<file path="config.mk">
export PLATFORM = sky130hd
export DESIGN_NAME = bcd_down_timer
export DESIGN_NICKNAME = d
export VERILOG_FILES = /design/src/rtl/bcd_timer_pkg.sv /design/src/rtl/bcd_down_digit.sv /design/src/rtl/bcd_down_timer.sv
export SDC_FILE = /design/constraint.sdc
export NUM_CORES = 1
export LEC_CHECK = 0
export CAP_MARGIN = 25
export CORE_MARGIN = 4
export CORE_UTILIZATION = 43
export DETAILED_ROUTE_END_ITERATION = 6
export PLACE_DENSITY = 0.78
export SETUP_SLACK_MARGIN = 0.2
export SLEW_MARGIN = 20
export SYNTH_ARGS = -nofsm -noshare
export SYNTH_HDL_FRONTEND = slang
export SYNTH_HIERARCHICAL = 1
export SYNTH_SLANG_ARGS = --single-unit
</file>
<file path="constraint.sdc">
create_clock -name clk -period 2.7 [get_ports clk]
set_input_delay 0.54 -clock clk [delete_from_list [all_inputs] [get_ports clk]]
set_output_delay 0.54 -clock clk [all_outputs]
set_load 0.005 [all_outputs]
</file>
<file path="src/rtl/bcd_timer_pkg.sv">
// ---------------------------------------------------------------------------
// bcd_timer_pkg
// Shared constants and helpers for the cascaded BCD down-timer.
//   DIGIT_W           width of one BCD digit
//   BCD_MAX_DEC       maximum of an ordinary decimal digit
//   BCD_MAX_SEC_TENS  maximum of the tens-of-seconds digit (mod-6)
//   digit_max()       per-digit maximum, given digit index and seconds mode
// ---------------------------------------------------------------------------
package bcd_timer_pkg;

  localparam int DIGIT_W = 4;

  localparam logic [DIGIT_W-1:0] BCD_MAX_DEC      = 4'd9;
  localparam logic [DIGIT_W-1:0] BCD_MAX_SEC_TENS = 4'd5;

  // Digit 1 becomes the tens-of-seconds digit in MM:SS layout.
  function automatic logic [DIGIT_W-1:0] digit_max(input int idx, input int sec_mode);
    if ((sec_mode != 0) && (idx == 1)) begin
      return BCD_MAX_SEC_TENS;
    end
    return BCD_MAX_DEC;
  endfunction

endpackage

</file>
<file path="src/rtl/bcd_down_digit.sv">
// ---------------------------------------------------------------------------
// bcd_down_digit
// One cell of the BCD down-counter chain: synchronous clear, parallel load
// and borrow-driven decrement with wrap to MAX.
// Optional feature macro: BCD_DOWN_TIMER_CLAMP_EN (clamp loaded digits to MAX).
// Ports:
//   clk        rising-edge clock
//   clr        synchronous active-high reset (digit <= 0)
//   load       load data_in on this edge
//   data_in    load value for this digit
//   borrow_in  decrement this digit on this edge
//   digit      registered digit value
//   is_zero    digit == 0
// ---------------------------------------------------------------------------
module bcd_down_digit
  import bcd_timer_pkg::*;
#(
  parameter logic [DIGIT_W-1:0] MAX = BCD_MAX_DEC
) (
  input  logic               clk,
  input  logic               clr,
  input  logic               load,
  input  logic [DIGIT_W-1:0] data_in,
  input  logic               borrow_in,
  output logic [DIGIT_W-1:0] digit,
  output logic               is_zero
);

  logic [DIGIT_W-1:0] digit_reg;
  logic [DIGIT_W-1:0] load_val;

`ifdef BCD_DOWN_TIMER_CLAMP_EN
  // Out-of-range keypad entries are saturated so count is always valid BCD.
  assign load_val = (data_in > MAX) ? MAX : data_in;
`else
  // Stored verbatim; an invalid digit counts down in binary until it is valid.
  assign load_val = data_in;
`endif

  always_ff @(posedge clk) begin
    if (clr) begin
      digit_reg <= '0;
    end else if (borrow_in) begin
      digit_reg <= (digit_reg == '0) ? MAX : digit_reg - 1'b1;
    end else if (load) begin
      digit_reg <= load_val;
    end
  end

  assign digit   = digit_reg;
  assign is_zero = (digit_reg == '0);

endmodule

</file>
<file path="src/rtl/bcd_down_timer.sv">
// ---------------------------------------------------------------------------
// bcd_down_timer
// Parametrised multi-digit BCD down-counter (MM:SS capable) for the oven
// countdown display.
// Optional feature macro: BCD_DOWN_TIMER_CLAMP_EN (clamp loaded digits to MAX).
// Parameters:
//   DIGITS        number of digits (1..8), digit 0 least significant
//   SEC_MODE      1: digit 1 is mod-6 (tens of seconds)
//   STOP_AT_ZERO  1: hold at all-zero, 0: wrap to all-MAX
// Ports:
//   clk    rising-edge clock
//   clr    synchronous active-high reset
//   en     count enable, one decrement per clock
//   loadn  active-low synchronous load, only while en=0
//   data   load value, digit i at [4i+3:4i]
//   count  registered current value
//   zero   all digits zero (combinational)
//   tc     zero & en (combinational), cascade enable for an upstream chain
//   done   one-cycle registered pulse when a decrement reaches zero
// ---------------------------------------------------------------------------
module bcd_down_timer
  import bcd_timer_pkg::*;
#(
  parameter int DIGITS       = 4,
  parameter int SEC_MODE     = 1,
  parameter int STOP_AT_ZERO = 1
) (
  input  logic                      clk,
  input  logic                      clr,
  input  logic                      en,
  input  logic                      loadn,
  input  logic [DIGIT_W*DIGITS-1:0] data,
  output logic [DIGIT_W*DIGITS-1:0] count,
  output logic                      zero,
  output logic                      tc,
  output logic                      done
);

  localparam int CW = DIGIT_W * DIGITS;

  logic [DIGITS-1:0] is_zero;
  logic [DIGITS-1:0] borrow;
  logic              step;
  logic              load;
  logic              done_reg;
  logic              done_next;

  assign zero = &is_zero;
  assign tc   = zero & en;

  // In halt mode the all-zero state swallows the decrement entirely.
  assign step = en & ~((STOP_AT_ZERO != 0) & zero);
  assign load = ~en & ~loadn;

  generate
    for (genvar gi = 0; gi < DIGITS; gi++) begin : g_digit
      if (gi == 0) begin : g_lsd
        assign borrow[gi] = step;
      end else begin : g_upper
        assign borrow[gi] = borrow[gi-1] & is_zero[gi-1];
      end

      bcd_down_digit #(
        .MAX(digit_max(gi, SEC_MODE))
      ) u_digit (
        .clk      (clk),
        .clr      (clr),
        .load     (load),
        .data_in  (data[gi*DIGIT_W +: DIGIT_W]),
        .borrow_in(borrow[gi]),
        .digit    (count[gi*DIGIT_W +: DIGIT_W]),
        .is_zero  (is_zero[gi])
      );
    end
  endgenerate

  // The only non-zero value a decrement takes to zero is exactly 1, so
  // loading zero or sitting at zero never raises done.
  assign done_next = en & (count == CW'(1));

  always_ff @(posedge clk) begin
    if (clr) begin
      done_reg <= 1'b0;
    end else begin
      done_reg <= done_next;
    end
  end

  assign done = done_reg;

endmodule
</file>
---- After elaboration in Yosys (flattened, before gate mapping) ----
Cells that the tools add are included.
W data, S select, Z words.
storage, ports and cells
  logic and storage cells ................. 41
  bits in registers ....................... 17
  memories ................................ 0
  latch bits .............................. 0
  memory bits (writable) .................. 0
  memory bits (read-only) ................. 0
cells by class
  equality and inequality tests ........... 1
  $add $sub $neg .......................... 4
  shifts and indexed selects .............. 0
  bitwise operators ....................... 10
  divide/modulo/power cells ............... 0
  muxes and demuxes ....................... 12
  magnitude comparators ................... 0
  reductions and logical operators ........ 9
  multipliers ............................. 0
operators by type and width
  kind                   number
  $mux W4                12
  $eq A16 B1 Y1 const B  1
  $logic_not A4 Y1       4
  $sub A4 B1 Y4 const B  4
  $reduce_bool A2 Y1     4
  $and A1 B1 Y1          7
  $reduce_and A4 Y1      1
  $not A1 Y1             3

---- Logic depth before layout (Yosys ltp) ----
Gate-level depths: netlist of the first run.
  depth in word-level cells ............... 8
  gate-level depth with buffers ........... 8

---- By module ----
The synthesis of the first run kept the hierarchy.
modules (own cells, without submodules)
  module                                    area an instance (um^2)  times used  cells each
  bcd_down_digit at g_digit[0].u_digit ...  227.7                    3           26
  bcd_down_digit at g_digit[1].u_digit      210.2                    1           25
  bcd_down_timer                            113.9                    1           18

---- Least setup slack after synthesis of the first run ----
OpenSTA, ideal clock, no wires.
  path kind ............................... input -> register
  start point ............................. input port en
  end point ............................... register g_digit[2].u_digit.digit_reg[3]
  library setup time ...................... 135 ps
  setup slack ............................. 750 ps
  stages .................................. 4
  arrival ................................. 1815 ps
  path buffers ............................ 0
  path through ............................ nor2_1 > mux2_1 > o22ai_1 > a311oi_1
between the ends
  longest elaborated chain between the ends .. 4
  elaborated cells on any way between the ends .. 7
RTL lines
  what                                                  RTL line              RTL
  start: declaration                                    bcd_down_timer.sv:30  input logic en,
  $and A1 B1 Y1                                         bcd_down_timer.sv:52  assign step = en & ~((STOP_AT_ZERO != 0) & zero);
  $and A1 B1 Y1 (2 in series)                           bcd_down_timer.sv:60  assign borrow[gi] = borrow[gi-1] & is_zero[gi-1];
  $mux W4 / $reduce_bool A2 Y1 (equally long branches)  --
  end signal: assignment                                bcd_down_digit.sv:44  digit_reg <= (digit_reg == '0) ? MAX : digit_reg - 1'b1;
  end signal: assignment                                bcd_down_digit.sv:46  digit_reg <= load_val;
  end: declaration                                      bcd_down_digit.sv:29  logic [DIGIT_W-1:0] digit_reg;
Parallel ways exist; a longest one is shown, timed or not.
A chain may end at the register's enable or synchronous reset.

---- Worst setup path in the final report of the first run ----
  start point ............................. register g_digit[0].u_digit.digit_reg[3]
  end point ............................... output port zero
between the ends
  longest elaborated chain between the ends .. 2
RTL lines
  what                      RTL line              RTL
  start: declaration        bcd_down_digit.sv:29
  start signal: assignment  bcd_down_digit.sv:44
  start signal: assignment  bcd_down_digit.sv:46
  $logic_not A4 Y1          bcd_down_digit.sv:51  assign is_zero = (digit_reg == '0);
  named net is_zero[0]      bcd_down_timer.sv:41  logic [DIGITS-1:0] is_zero;
  $reduce_and A4 Y1         bcd_down_timer.sv:48  assign zero = &is_zero;
  end: declaration          bcd_down_timer.sv:34  output logic zero,
The timed path passes the listed nets, and every way through them passes these cells.

==> results of run 1 <==
[cells in the final DEF, fill, tap and decap left out, types with 3 or more instances in the layout]
| master | instances |
|---|---|
| o21a_1 | 3 |
| clkdlybuf4s50_1 | 37 |
| clkbuf_4 | 3 |
| nor4_4 | 4 |
| mux2_1 | 3 |
| nor2b_1 | 4 |
| dfxtp_2 | 9 |
| nand2_1 | 5 |
| o21ai_0 | 8 |
| dfxtp_1 | 7 |
| nand2b_1 | 4 |
| buf_4 | 5 |
| a211oi_1 | 9 |
| a311oi_1 | 9 |
| o22ai_1 | 3 |
| and2b_1 | 7 |
| nand3b_1 | 3 |
| nor2_1 | 10 |
| nor3_1 | 8 |
[report_power, final]
| part | switching (mW) | internal [mW] |
|---|---|---|
| Combinational | 0.115 | 0.187 |
| Clock | 0.0790 | 0.0574 |
| Sequential | 0.0714 | 0.286 |
| Total | 0.266 | 0.530 |
[layout make-up]
class / instances / area, sq um
clock buffer: 4 / 26.3
tap: 28 / 35.0
inverter: 2 / 7.51
sequential: 17 / 355
fill: 192 / 663
multi-input combinational: 99 / 704
timing repair buffer: 43 / 420
[repair_timing]
item,4_1_cts,5_1_grt
setup buffers,1,1
hold buffers,0,0
endpoints found under the hold margin,0,0
pin swaps,1,3
resized for setup,5,15
setup endpoints to repair,2,2
[worst max-delay path: cells and delay by family (launching register included)]
kind	cells	cell delay (ns)
buffers and inverters	2	0.60
DFF	1	0.39
and+or+nand+nor	2	0.51
[logic make-up after synthesis]
family          count (synthesis)  share of synthesized area, %
buf+inv                         5                          2.24
mux                             3                          3.35
simple gates                   61                          36.0
compound gates                 35                          24.6
flops                          17                          33.8
[worst min path at each step]
stage,start,to,depth (start not counted)
after floorplan,g_digit[1].u_digit/digit[3]$_SDFFE_PP0P_,g_digit[1].u_digit/digit[3]$_SDFFE_PP0P_,2
after global placement,g_digit[1].u_digit/digit[3]$_SDFFE_PP0P_,g_digit[1].u_digit/digit[3]$_SDFFE_PP0P_,2
after detailed placement,g_digit[1].u_digit/digit[3]$_SDFFE_PP0P_,g_digit[1].u_digit/digit[3]$_SDFFE_PP0P_,2
after CTS,g_digit[1].u_digit/digit[3]$_SDFFE_PP0P_,g_digit[1].u_digit/digit[3]$_SDFFE_PP0P_,2
after global routing,g_digit[0].u_digit/digit[3]$_SDFFE_PP0P_,g_digit[0].u_digit/digit[3]$_SDFFE_PP0P_,1
final,g_digit[0].u_digit/digit[3]$_SDFFE_PP0P_,g_digit[0].u_digit/digit[3]$_SDFFE_PP0P_,1
[layer usage]
layer / wire length (um) / part of all wire (%) / track usage [%] / vias up
met2: 1290 / 46 / 26.7 / 35
met4: 0 / 0 / 4.41 / 0
met1: 1380 / 49 / 23.8 / 516
li1: - / - / - / 563
met3: 155 / 5.5 / 3.91 / 0
met5: 0 / 0 / 0 / -
[cells in the mapped netlist (3+ instances only)]
library cell and number:
nor3_1 8, a311oi_1 9, o21ai_0 8, o21a_1 3, nor2_1 10, buf_2 3, nand3b_1 3, and2b_1 7
o22ai_1 3, dfxtp_1 17, nand2b_1 4, nor2b_1 4, nand2_1 5, nor4_1 6, mux2_1 3, a211oi_1 9
==> metrics, run 1 <==
Post-synth ARST share=0%; DIE AREA=0.00318 sq mm; Worst-Skew Late Latency=0.28 ns; initial antenna violation count=0; r2r endpoint=g_digit[2].u_digit/digit[3]$_SDFFE_PP0P_; Pleak=0.567 nW; Post-synth EDFFs=0; CTS tree=done; first-pass GRT wire length=4.51 mm; worst slew pin tran=0.390 ns; input/output buffers=38; Tot Pwr=0.796 mW; crit path kind=reg2out; crit path from=g_digit[0].u_digit/digit[3]$_SDFFE_PP0P_; max frequency=431 MHz; Final WS setup=0.381 ns; antenna cells=0; Critical Path End=zero; Clock Path Buffers=2; layout cell share with drive strength beyond 1=13.9%; cell taking the most area after synthesis=dfxtp_1; post-route cell area=0.00155 sq mm; Synth Cell Area=0.00101 sq mm; reg-to-reg startpoint=g_digit[0].u_digit/digit[3]$_SDFFE_PP0P_; Tmin final=2.32 ns; Post-DRT Antenna Nets=0; synth top area cells=dfxtp_1 (34%), a311oi_1 (7.8%), a211oi_1 (6.7%), and2b_1 (5.2%), nor3_1 (4.0%); crit end category=primary output; unrepaired setup endpoints after global routing=no; row count=17; post-route insts no fill=193; startpoint types=flip-flop; final setup fails=0; drt via density=5.77; final worst path period share=85.9%; WL per Instance=14.6 um; total gr overflow=0; post-synthesis net count=141; DR DRC count=0; CTS Buf Count=3; Clock transition at path regs=0.10 ns; vias in the first global route=998; sequential area share after synthesis=33.8%; final hold vios=0; via count=1114; Layout area overhead=53.8%; Max IR drop VDD=0.000361 V; Layout Utilization=70.0%; worst hold margin=0.527 ns; R2R depth=8; Starting DRT DRC Count=37; Sink Count=17; Yosys cell types=30; max FFs per register=16; Slew Viols, Final=0; Power Dens Cells=514 mW/mm^2; largest net degree at the start of global routing=25; Crit Path Max Fanout=8; Die Ht=56.4 um; CTS H-tree depth=1; FF+latch count, synth=17; Worst Hold Class=reg2reg; drt first pass iters=4; CTS root buffer=clkbuf_4; Reg2Reg Setup Slack=0.51 ns; top_reg_cell synth=dfxtp_1; Syn Inst Count=121; status=completed; Place WS=0.337 ns; slowest CP cell=clkdlybuf4s50_1; Die W=56.4 um; Inst Count DP=187; max-cap check violation count=0; Synth top area share=33.8%; gr usage total=17.2%; GPL Wtd Cong=0.809; critical path, cell by cell=nor4_4 -> nand4_1 -> inv_1 -> clkdlybuf4s50_1; Worst Skew=0.000769 ns; initial core utilization=45.5%; setup_tns=0 ns; Slew HR=73.9%; Cell Area, Placed=0.00143 sq mm; largest stage delay on the critical path=0.50 ns; Post-DP HPWL=1.94 mm; syn avg cell area=8.32 sq um; drt total wl=2.83 mm; Nets=186; number of I/O pins=39; arrival time of the worst setup path=1.78 ns; Yosys warning total=6; CP Data Required Time=2.16 ns; area of the core=0.00221 sq mm
No activity file was read; power rests on OpenSTA's default activity.
==> inputs of run 2 (changes only) <==
- GPL_TIMING_DRIVEN: unset -> 0
==> metrics, run 2 (synthesis gave the netlist of run 1 again) <==
status=completed (unchanged); Worst-Skew Late Latency=0.29 ns (was 0.28 ns); power share of the clock group=17.2% (was 17.1%); WL per Instance=14.9 um (was 14.6 um); via count=1131 (was 1114); Sink Count=17 (unchanged); crit path from=g_digit[1].u_digit/digit[3]$_SDFFE_PP0P_ (was g_digit[0].u_digit/digit[3]$_SDFFE_PP0P_); max frequency=412 MHz (was 431 MHz); largest net degree at the start of global routing=25 (unchanged); Post-DRT Antenna Nets=0 (unchanged); CTS tree=done (unchanged); Tmin final=2.43 ns (was 2.32 ns); crit path kind=reg2out (unchanged); critical path, cell by cell=nor4_4 -> nand4_1 -> nor2_1 -> clkdlybuf4s50_1 (was nor4_4 -> nand4_1 -> inv_1 -> clkdlybuf4s50_1); Slew HR=44.3% (was 73.9%); initial core utilization=45.5% (unchanged); footprint of the multi-input gates=698 sq um (was 704 sq um); arrival time of the worst setup path=1.89 ns (was 1.78 ns); Power Dens Cells=526 mW/mm^2 (was 514 mW/mm^2); uppermost layer routed=met3 (unchanged); startpoint types=flip-flop (unchanged); input/output buffers=38 (unchanged); drt first pass iters=4 (unchanged); Clock Path Buffers=2 (unchanged); Layout area overhead=52.8% (was 53.8%); Die W=56.4 um (unchanged); total gr overflow=0 (unchanged); Max IR drop VDD=0.000306 V (was 0.000361 V); CP Data Required Time=2.16 ns (about the same); Clock transition at path regs=0.10 ns (about the same); worst slew pin tran=0.834 ns (was 0.390 ns); CTS Buf Count=3 (unchanged); Register Area=347 sq um (was 355 sq um); Pleak=0.553 nW (was 0.567 nW); initial antenna violation count=0 (unchanged); Worst Skew=0.00782 ns (was 0.000769 ns); row count=17 (unchanged); Post-DP HPWL=1.93 mm (was 1.94 mm); number of I/O pins=39 (unchanged); final setup fails=0 (unchanged); Seq pwr share=43.9% (was 44.9%); WP buf/inv=1 (was 2); met3 WL post-DR=177 um (was 155 um); hold_buf cts=0 (unchanged); setup_tns=0 ns (unchanged); launch point of the worst hold path=g_digit[3].u_digit/digit[3]$_SDFFE_PP0P_ (was g_digit[0].u_digit/digit[3]$_SDFFE_PP0P_); Final WS setup=0.270 ns (was 0.381 ns); post-route insts no fill=195 (was 193); Layout Utilization=69.6% (was 70.0%); max FFs per register=16 (unchanged); Place WS=0.202 ns (was 0.337 ns); area of the core=0.00221 sq mm (unchanged); layout cell share with drive strength beyond 1=12.6% (was 13.9%); CTS H-tree depth=1 (unchanged); Inst Count DP=187 (unchanged); final worst path period share=90.0% (was 85.9%); # fillers=190 (was 192); Metal-1 WL=1.29 mm (was 1.38 mm); DR DRC count=0 (unchanged); CP delay by family, top=simple AND/OR/NAND/NOR gates (was buffers and inverters); Crit Path Max Fanout=5 (was 8); gr usage total=18.4% (was 17.2%); drt via density=5.80 (was 5.77); antenna cells=0 (unchanged); GPL Wtd Cong=0.715 (was 0.809); Cell Area, Placed=0.00143 sq mm (about the same); first-pass GRT wire length=4.79 mm (was 4.51 mm); post-route cell area=0.00154 sq mm (was 0.00155 sq mm); Slew Viols, Final=0 (unchanged); Worst Hold Class=reg2reg (unchanged); Internal Power=0.535 mW (was 0.530 mW); Starting DRT DRC Count=21 (was 37); commonest non-fill, non-tap cells in the layout=clkdlybuf4s50_1 (38), dfxtp_1 (12), nor2_1 (9), a311oi_1 (9), a211oi_1 (9) (was clkdlybuf4s50_1 (37), nor2_1 (10), a311oi_1 (9), a211oi_1 (9), dfxtp_2 (9)); Die Ht=56.4 um (unchanged); slowest CP cell=clkdlybuf4s50_1 (unchanged); drt total wl=2.90 mm (was 2.83 mm); commonest non-fill, non-tap cell in the layout=clkdlybuf4s50_1 (unchanged); WL met2=1.43 mm (was 1.29 mm); switching share of power=33.9% (was 33.4%); unrepaired setup endpoints after global routing=no (unchanged); Nets=188 (was 186); Gate power share=38.9% (was 38.0%); reg-to-reg startpoint=g_digit[1].u_digit/digit[3]$_SDFFE_PP0P_ (was g_digit[0].u_digit/digit[3]$_SDFFE_PP0P_); DIE AREA=0.00318 sq mm (unchanged); vias in the first global route=1071 (was 998); crit end category=primary output (unchanged); max-cap check violation count=0 (unchanged); CTS root buffer=clkbuf_4 (unchanged); switching power=0.274 mW (was 0.266 mW); largest stage delay on the critical path=0.51 ns (was 0.50 ns); final hold vios=0 (unchanged)
[run 2: power groups by stage]
| stage | Sequential, mW | Clock, mW | Combinational, mW |
|---|---|---|---|
| final | 0.355 | 0.139 | 0.315 |
| after floorplan | 0.332 | 0 | 0.149 |
| after CTS | 0.345 | 0.143 | 0.290 |
| after global placement | 0.339 | 0 | 0.267 |
| after detailed placement | 0.343 | 0 | 0.274 |
| after global routing | 0.362 | 0.150 | 0.346 |
[run 2: worst reg2reg max path, stage by stage (launching register included)]
cell and delay (ns):
dfxtp_1 0.38, nor4_4 0.35, nand4_1 0.21, buf_4 0.19
and2_1 0.15, and3_1 0.17, buf_2 0.17, nand2b_1 0.09
o22ai_1 0.08, a311oi_1 0.24
[run 2: per-stage QoR]
stage / hold WS, ns / power, mW
5_1_grt: 0.585 / 0.857
3_5_place_dp: 0.511 / 0.617
2_1_floorplan: 0.487 / 0.481
4_1_cts: 0.534 / 0.777
6_report: 0.563 / 0.809
3_3_place_gp: 0.500 / 0.606
[run 2: final cells by class]
type / instances / area share [%]
plain buffers: 3 / 0.976
clock buffers: 4 / 1.71
inverters: 2 / 0.488
multi-input cells: 99 / 45.4
flip-flops and latches: 17 / 22.5
well taps: 28 / 2.28
repair buffers: 42 / 26.7
[run 2: routing by layer]
| metal | global-route usage, % | up-vias |
|---|---|---|
| li1 | - | 568 |
| met1 | 24.8 | 523 |
| met3 | 2.76 | 0 |
| met4 | 4.41 | 0 |
| met5 | 0 | - |
| met2 | 30.7 | 40 |
[run 2: worst paths after layout]
check                                        endpoint  slack, ns  cells past startpoint
min reg2reg  g_digit[3].u_digit/digit[3]$_SDFFE_PP0P_       0.56                      1
max reg2reg  g_digit[2].u_digit/digit[3]$_SDFFE_PP0P_       0.59                      9
min          g_digit[3].u_digit/digit[3]$_SDFFE_PP0P_       0.56                      1
max                                                tc       0.27                      4
[run 2: repair_timing]
| action | CTS | global route |
|---|---|---|
| setup buffers | 1 | 3 |
| pin swaps | 2 | 4 |
| gates resized for setup | 6 | 6 |
| endpoints found under the setup margin | 2 | 2 |
==> inputs of run 3 (changes only) <==
- CAP_MARGIN: 25 -> 20
==> results of run 3 <==
Final layout, timing and power as in run 2 (identical DEF).
